[src/rtl/xor_pkg.sv]
// rtl/xor_pkg.sv - shared state encoding and default sizing for the XOR checksum block
package xor_pkg;

    // Two-state frame engine: collecting beats, or presenting a result.
    typedef enum logic {
        ACCUM = 1'b0,
        HOLD  = 1'b1
    } xor_state_e;

    localparam int XOR_DEFAULT_WIDTH     = 8;
    localparam int XOR_DEFAULT_MAX_BEATS = 16;

endpackage : xor_pkg

[src/rtl/xor_checksum_parity_reduce.sv]
// rtl/xor_checksum_parity_reduce.sv - combinational XOR-reduction of one data word
module parity_reduce #(
    parameter int WIDTH = xor_pkg::XOR_DEFAULT_WIDTH
) (
    input  logic [WIDTH-1:0] data_i,
    output logic             parity_o
);

    // Odd number of set bits gives parity 1.
    assign parity_o = ^data_i;

endmodule : parity_reduce

[src/rtl/xor_checksum.sv]
// rtl/xor_checksum.sv - frames input beats and reports their XOR, beat count and truncation flag
module xor_checksum
    import xor_pkg::*;
#(
    parameter int WIDTH     = XOR_DEFAULT_WIDTH,
    parameter int MAX_BEATS = XOR_DEFAULT_MAX_BEATS,
    localparam int CW       = $clog2(MAX_BEATS + 1)
) (
    input  logic             clk,
    input  logic             rst,
    input  logic             in_valid,
    input  logic [WIDTH-1:0] in_data,
    input  logic             in_last,
    output logic             in_ready,
    output logic             out_valid,
    input  logic             out_ready,
    output logic [WIDTH-1:0] out_data,
    output logic [CW-1:0]    out_beats,
    output logic             out_err,
    output logic             out_parity
);

    xor_state_e       state_q, state_d;
    logic [WIDTH-1:0] acc_q, acc_d;
    logic [CW-1:0]    cnt_q, cnt_d;
    logic [WIDTH-1:0] res_data_q, res_data_d;
    logic [CW-1:0]    res_beats_q, res_beats_d;
    logic             res_err_q, res_err_d;

    logic             accept;
    logic [CW-1:0]    cnt_inc;
    logic             at_max;

    // Reset forces the handshake view to "ready, nothing to offer" regardless of state.
    assign in_ready  = rst | (state_q == ACCUM);
    assign out_valid = ~rst & (state_q == HOLD);

    assign accept  = in_valid & (state_q == ACCUM);
    assign cnt_inc = cnt_q + CW'(1);
    assign at_max  = (cnt_inc == CW'(MAX_BEATS));

    // Register update; reset discards any partial frame and clears the result.
    always_ff @(posedge clk) begin
        if (rst) begin
            state_q     <= ACCUM;
            acc_q       <= '0;
            cnt_q       <= '0;
            res_data_q  <= '0;
            res_beats_q <= '0;
            res_err_q   <= 1'b0;
        end else begin
            state_q     <= state_d;
            acc_q       <= acc_d;
            cnt_q       <= cnt_d;
            res_data_q  <= res_data_d;
            res_beats_q <= res_beats_d;
            res_err_q   <= res_err_d;
        end
    end

    // Next-state: fold beats while accumulating, latch result on frame close, clear on result handoff.
    always_comb begin
        state_d     = state_q;
        acc_d       = acc_q;
        cnt_d       = cnt_q;
        res_data_d  = res_data_q;
        res_beats_d = res_beats_q;
        res_err_d   = res_err_q;
        unique case (state_q)
            ACCUM: begin
                if (accept) begin
                    acc_d = acc_q ^ in_data;
                    cnt_d = cnt_inc;
                    if (in_last || at_max) begin
                        res_data_d  = acc_q ^ in_data;
                        res_beats_d = cnt_inc;
                        // Closing without in_last can only mean the beat limit was hit.
                        res_err_d   = ~in_last;
                        state_d     = HOLD;
                    end
                end
            end
            HOLD: begin
                if (out_ready) begin
                    acc_d   = '0;
                    cnt_d   = '0;
                    state_d = ACCUM;
                end
            end
            default: state_d = ACCUM;
        endcase
    end

    assign out_data  = res_data_q;
    assign out_beats = res_beats_q;
    assign out_err   = res_err_q;

    parity_reduce #(
        .WIDTH(WIDTH)
    ) u_parity (
        .data_i  (res_data_q),
        .parity_o(out_parity)
    );

endmodule : xor_checksum

[config.mk]
export PLATFORM = sky130hd
export DESIGN_NAME = xor_checksum
export DESIGN_NICKNAME = d
export VERILOG_FILES = /design/src/rtl/xor_pkg.sv /design/src/rtl/xor_checksum_parity_reduce.sv /design/src/rtl/xor_checksum.sv
export SDC_FILE = /design/constraint.sdc
export NUM_CORES = 1
export LEC_CHECK = 0
export CAP_MARGIN = 25
export CORE_AREA = 3 3 64 66
export CTS_CLUSTER_DIAMETER = 200
export CTS_CLUSTER_SIZE = 25
export DETAILED_ROUTE_END_ITERATION = 10
export DIE_AREA = 0 0 67 69
export PLACE_DENSITY = 0.72
export SLEW_MARGIN = 10
export SYNTH_ARGS = -nofsm -noshare
export SYNTH_HDL_FRONTEND = slang
export SYNTH_SLANG_ARGS = --single-unit
[constraint.sdc]
create_clock -name clk -period 1.6 [get_ports clk]
set_input_delay 0.24 -clock clk [delete_from_list [all_inputs] [get_ports clk]]
set_output_delay 0.24 -clock clk [all_outputs]
set_load 0.02 [all_outputs]
==> results.sh <==
export IMPL_status="complete, but fails checks"
export IMPL_violations="setup timing"
export IMPL_p_clk_frac=0.293
export IMPL_drive_above_1_share=0.343
export IMPL_clock_root_buffer="clkbuf_8"
export IMPL_core_mm2=0.00363
export IMPL_ys_ff_latch=28
export IMPL_maxCapViolations=0
export IMPL_grt_overflow=0
export IMPL_hp_class="reg2reg"
export IMPL_cp_required_ns=1.76
export IMPL_placementRows=22
export IMPL_ioPinCount=30
export IMPL_min_period_ns=1.62
export IMPL_syn_area_per_cell_um2=10.6
export IMPL_worst_hold_path_num_cells=2
export IMPL_worstRegToRegCells=6
export IMPL_avgRoutedWirePerCell_um=17.1
export IMPL_p_comb_frac=0.262
export IMPL_end_kind="register"
export IMPL_grt_pass1_vias=1405
export IMPL_synth_yosys_seq_area_share=0.356
export IMPL_worst_hold_slack_ns=0.463
export IMPL_fin_nets=214
export IMPL_p_sw_uw=508
export IMPL_yosys_warnings=0
export IMPL_max_freq_ghz=0.616
export IMPL_pwr_share_seq=0.444
export IMPL_post_drt_via_cell_ratio=5.86
export IMPL_die_w_um=67
export IMPL_p_per_area_mw_per_mm2=783
export IMPL_critPathLaunchType="register"
export IMPL_worstSetupPathType="reg2reg"
export IMPL_cts_buffers=3
export IMPL_total_power_mw=1.75
export IMPL_rsz0062_at_grt="yes"
export IMPL_dr_first_iter_drc_count=136
export IMPL_p_int_mw=1.24
export IMPL_synth_cell_types=41
export IMPL_worst_slack_ns=-0.0247
export IMPL_dieArea_mm2=0.00462
export IMPL_setup_viol=1
export IMPL_dr_pass1_iters=4
export IMPL_htree_levels=1
export IMPL_diodes=0
export IMPL_clkSlewWorstSetupHoldPaths_ns=0.10
export IMPL_fin_skew_ns=0.00308
export IMPL_dp_hpwl_um=2780
export IMPL_p_leak_nw=0.924
export IMPL_ir_drop_mv=0.340
export IMPL_hold_viol=0
export IMPL_clock_latency_ns=0.28
export IMPL_clock_path_buffers=2
export IMPL_cts_sinks=28
export IMPL_synth_cells=149
export IMPL_switching_share=0.290
export IMPL_fin_crit_sh=1.02
export IMPL_cts_tree="done"
export IMPL_tightest_slew_ns=0.437
export IMPL_antenna_found_initial=0
export IMPL_totalWireLength_um=4220
export IMPL_dp_cells=239
export IMPL_grt_start_max_net_pins=30
export IMPL_netlist_area_mm2=0.00157
export IMPL_vias=1441
export IMPL_critPathMaxFanout=4
export IMPL_areaGrowthSynthToFinish_pct=42.0
export IMPL_finalMaxSlewViolations=0
export IMPL_postRouteAntennaNets=0
export IMPL_die_h_um=69
export IMPL_gp_congestion=0.891
export IMPL_start_util=0.433
export IMPL_maxSlewHeadroom=0.707
export IMPL_arrival_ns=1.78
export IMPL_gr_usage_all_layers=0.183
export IMPL_finalNonFillerCells=246
export IMPL_syn_nets=164
export IMPL_ff2ff_setup_slack_ns=-0.02
export IMPL_grt_pass1_wl_um=6710
export IMPL_numPortBuffers=29
export IMPL_drc_errors=0
[per-stage QoR]
| stage | utilization | cell area (um2) | TNS [ns] | setup slack (ns) |
|---|---|---|---|---|
| finish | 0.615 | 2230 | -0.0247 | -0.0247 |
| global route | 0.615 | 2230 | -0.502 | -0.0549 |
| CTS | 0.598 | 2170 | -0.0922 | -0.0922 |
| detailed placement | 0.570 | 2070 | -5.69 | -0.298 |
| global placement | 0.570 | 2070 | -3.53 | -0.181 |
| floorplan | - | 1590 | -0.00645 | -0.00129 |
[placed cells by master (no fill, tap or decap), drive strengths merged, types with 3 or more instances in the layout]
cell / netlist / final
dlygate4sd2: 0 / 6
a311oi: 9 / 9
a21o: 9 / 9
clkbuf: 6 / 4
xnor2: 16 / 16
dlymetal6s2s: 0 / 5
o21ai: 4 / 4
nand2: 4 / 4
nor2: 4 / 4
buf: 5 / 26
a22oi: 3 / 3
dfxtp: 28 / 28
clkdlybuf4s50: 0 / 17
nand3: 3 / 3
a211oi: 21 / 21
a21oi: 12 / 12
[worst max-delay path, cell delays in order, from the launching register on]
cell      delay, ns
dfxtp_4        0.38
ha_4           0.17
nor4b_4        0.40
a31oi_4        0.07
buf_4          0.16
o211ai_1       0.19
a21oi_1        0.12
[cells in the mapped netlist (all sizes together)]
master  count  area (um2)
a211oi     21         248
a22oi       3        22.5
nor2b       1        6.26
xnor2      16         140
a21oi      12        60.1
nand3b      1        7.51
and2b       1        7.51
xor2        1        8.76
buf         5        52.6
nor3b       2        15.0
nand3       3        15.0
a31oi       2        18.8
o21ai       4        31.3
a311oi      9        78.8
a21o        9        67.6
o211ai      1        7.51
a31o        1        17.5
clkbuf      6        26.3
nor4b       1        15.0
nand2b      2        12.5
nor2        4        15.0
a21bo       1        10.0
ha          2        25.0
mux2i       2        23.8
and3b       2        17.5
mux2        1        15.0
and3        2        18.8
inv         2        7.51
nand2       4        22.5
dfxtp      28         561
[path summary, 6_finish.rpt]
path	start	end
hold reg to reg	out_err	out_err
hold / removal	out_err	out_err
setup reg to reg	cnt_q[0]	out_beats[3]
setup / recovery	cnt_q[0]	out_beats[3]
[flip-flops by register name (all words and copies together), names as in the netlist]
| register | flops |
|---|---|
| state_q | 1 |
| cnt_q | 5 |
| out_data | 8 |
| out_beats | 5 |
| out_err | 1 |
| acc_q | 8 |
[area by class of cell]
cell class	count	area, um2
clock buffers	4	66.3
fillers	305	1400
inverters	2	7.51
multi-input cells	110	1020
flip-flops and latches	28	569
well taps	48	60.1
repair buffers	54	507
[cell families after synthesis]
kind of cell | synth area share
mux | 0.0246
flops | 0.356
buf+inv | 0.0549
compound gates | 0.357
fa+ha+maj | 0.0159
simple gates | 0.0970
xor+xnor | 0.0946
[layer usage]
layer	global-route usage	wire length (um)	vias to the layer above
met5	0	0	-
li1	-	-	668
met3	0.0309	263	10
met2	0.286	2100	61
met4	0.0856	84	0
met1	0.241	1770	702
[power by group through the flow]
stage,clock network (mW),logic (mW),registers (mW)
finish,0.514,0.459,0.778
global route,0.546,0.492,0.785
CTS,0.516,0.461,0.777
detailed placement,0,0.468,0.792
global placement,0,0.459,0.787
floorplan,0,0.235,0.819
[timing repair]
action                                  CTS  global route
cloned                                    1             1
hold buffers                              0             0
setup buffers                             0             1
resized for setup                        14            14
endpoints found under the setup margin   10            18
Power figures use the tool's default switching activity.
==> edit (config.mk and constraints unchanged) <==
Set the package constant `XOR_DEFAULT_MAX_BEATS` to 8 (it was 16).
--- a/src/rtl/xor_pkg.sv
+++ b/src/rtl/xor_pkg.sv
@@ -9,5 +9,5 @@
 
     localparam int XOR_DEFAULT_WIDTH     = 8;
-    localparam int XOR_DEFAULT_MAX_BEATS = 16;
+    localparam int XOR_DEFAULT_MAX_BEATS = 8;
 
 endpackage : xor_pkg
Ports: changed (resized out_beats); port bits go from 30 to 29. The function was not compared with the original's and may differ.
==> edit against the unedited design <==
  * Maximum frequency up 2.4%
  * Wire length down 27%
  * Power down 18%
  * Combinational power down 34%
  * Cell area down 18%
  * Sequential cell count down 2
  * Worst setup slack better by 0.038 ns
  * Area after synthesis down 22%
  * Largest cell class unchanged
  * Largest power group unchanged
  * Highest routed layer unchanged
==> edit: results (changes against the unedited design) <==
[synthesis]
synth_compound_area_share_pct = 24.2  ; was 35.7%
ys_top_cells_by_area = dfxtp_1 (42%), xor2_1 (7.8%), mux2i_1 (7.3%)  ; was dfxtp_1 (36%), a211oi_2 (14%), xnor2_1 (8.9%)
synth_cells = 128  ; was 149
synth-xor-area-share_pct = 12.1  ; was 9.46%
yosys.area_share.adder_pct = 1.01  ; was 1.59%
synth_cell_types = 25  ; was 41
synthTopCellsByCount = dfxtp_1 (26), a21oi_1 (15), nor2_1 (12), xor2_1 (11), a311oi_1 (10)  ; was dfxtp_1 (28), a211oi_2 (18), xnor2_1 (16), a21oi_1 (12)
synth_mux_area_share_pct = 7.29  ; was 2.46%
syn_nets = 142  ; was 164

[layout]
clkCellAreaFrac_pct = 3.01  ; was 2.97%
register_area_um2 = 531  ; was 569 µm²
fillers = 337  ; was 305
seq_cell_count = 26  ; was 28
buf_share_pct = 26.4  ; was 22.7%
multi_input_cells = 92  ; was 110
multi_input_area_share_pct = 37.9  ; was 45.9%
areaGrowthSynthToFinish_pct = 48.3  ; was 42.0%
drive_above_1_share_pct = 22.3  ; was 34.3%

[clock_tree]
cts_setup_buffers = 1  ; was 0

[critical_path]
timing.rr.end = out_data[6]  ; was out_beats[3]
worstPathMaxFanout = 7  ; was 4
rr_worst_depth = 5  ; was 6
reg2reg_slack_ns = 0.01  ; was -0.02 ns
r2r-start = cnt_q[1]  ; was cnt_q[0]
cp_top_family = compound AO/OA/AOI/OAI gates  ; was simple AND/OR/NAND/NOR gates
cpPeakStageDelay_ns = 0.44  ; was 0.40 ns
cpMaxStageDelayCell = a2111oi_4  ; was nor4b_4

[placement]
post-place-ws_ns = -0.332  ; was -0.298 ns
place_inst = 217  ; was 239
hpwlAfterDp_um = 2260  ; was 2780 µm
gp_congestion = 0.757  ; was 0.891
place_area_um2 = 1720  ; was 2070 µm²
numPortBuffers = 28  ; was 29

[timing]
fin_crit_sh_pct = 99.2  ; was 102%
hold-worst-slack_ns = 0.404  ; was 0.463 ns
maxSlewHeadroom_pct = 73.3  ; was 70.7%

[grt]
grt_pass1_wl_um = 5260  ; was 6710 µm
grt_usage_pct = 14.5  ; was 18.3%
grt_pass1_vias = 1129  ; was 1405
grt_max_degree = 27  ; was 30

[routing]
wl_per_cell_um = 13.8  ; was 17.1 µm
vias_per_cell = 4.93  ; was 5.86
drtIter0Drc = 45  ; was 136

[worst_hold_path]
hp-start = in_last  ; was out_err
hold_path_class = in -> reg  ; was reg -> reg
min_to = out_beats[2]  ; was out_err

[power]
p_leak_nw = 0.888  ; was 0.924 nW
p_sw_share_pct = 26.1  ; was 29.0%

[status]
status = completed  ; was finished with violations

edit: changes by cell type after synthesis, moves of 3 or more:
| cell | before | now |
|---|---|---|
| mux2i_1 | 1 | 9 |
| xnor2_1 | 16 | 6 |
| a211oi_2 | 18 | 1 |
| nor2_1 | 4 | 12 |
| a211oi_1 | 3 | 0 |
| xor2_1 | 1 | 11 |
| a21oi_1 | 12 | 15 |
edit: routing by layer:
layer	vias up	part of all wire, %	global-route usage (%)	wire [µm]
li1	550	-	-	-
met1	523	41	17.0	1270
met2	23	54	25.5	1670
met3	4	3.0	1.95	93
met4	0	1.4	6.08	43
met5	-	0	0	0
edit: power groups by stage:
| stage | clock, mW | combinational, mW | sequential [mW] |
|---|---|---|---|
| 6_report | 0.423 | 0.303 | 0.706 |
| 4_1_cts | 0.430 | 0.310 | 0.707 |
| 2_1_floorplan | 0 | 0.150 | 0.733 |
| 3_3_place_gp | 0 | 0.298 | 0.719 |
| 3_5_place_dp | 0 | 0.306 | 0.722 |
| 5_1_grt | 0.477 | 0.330 | 0.711 |
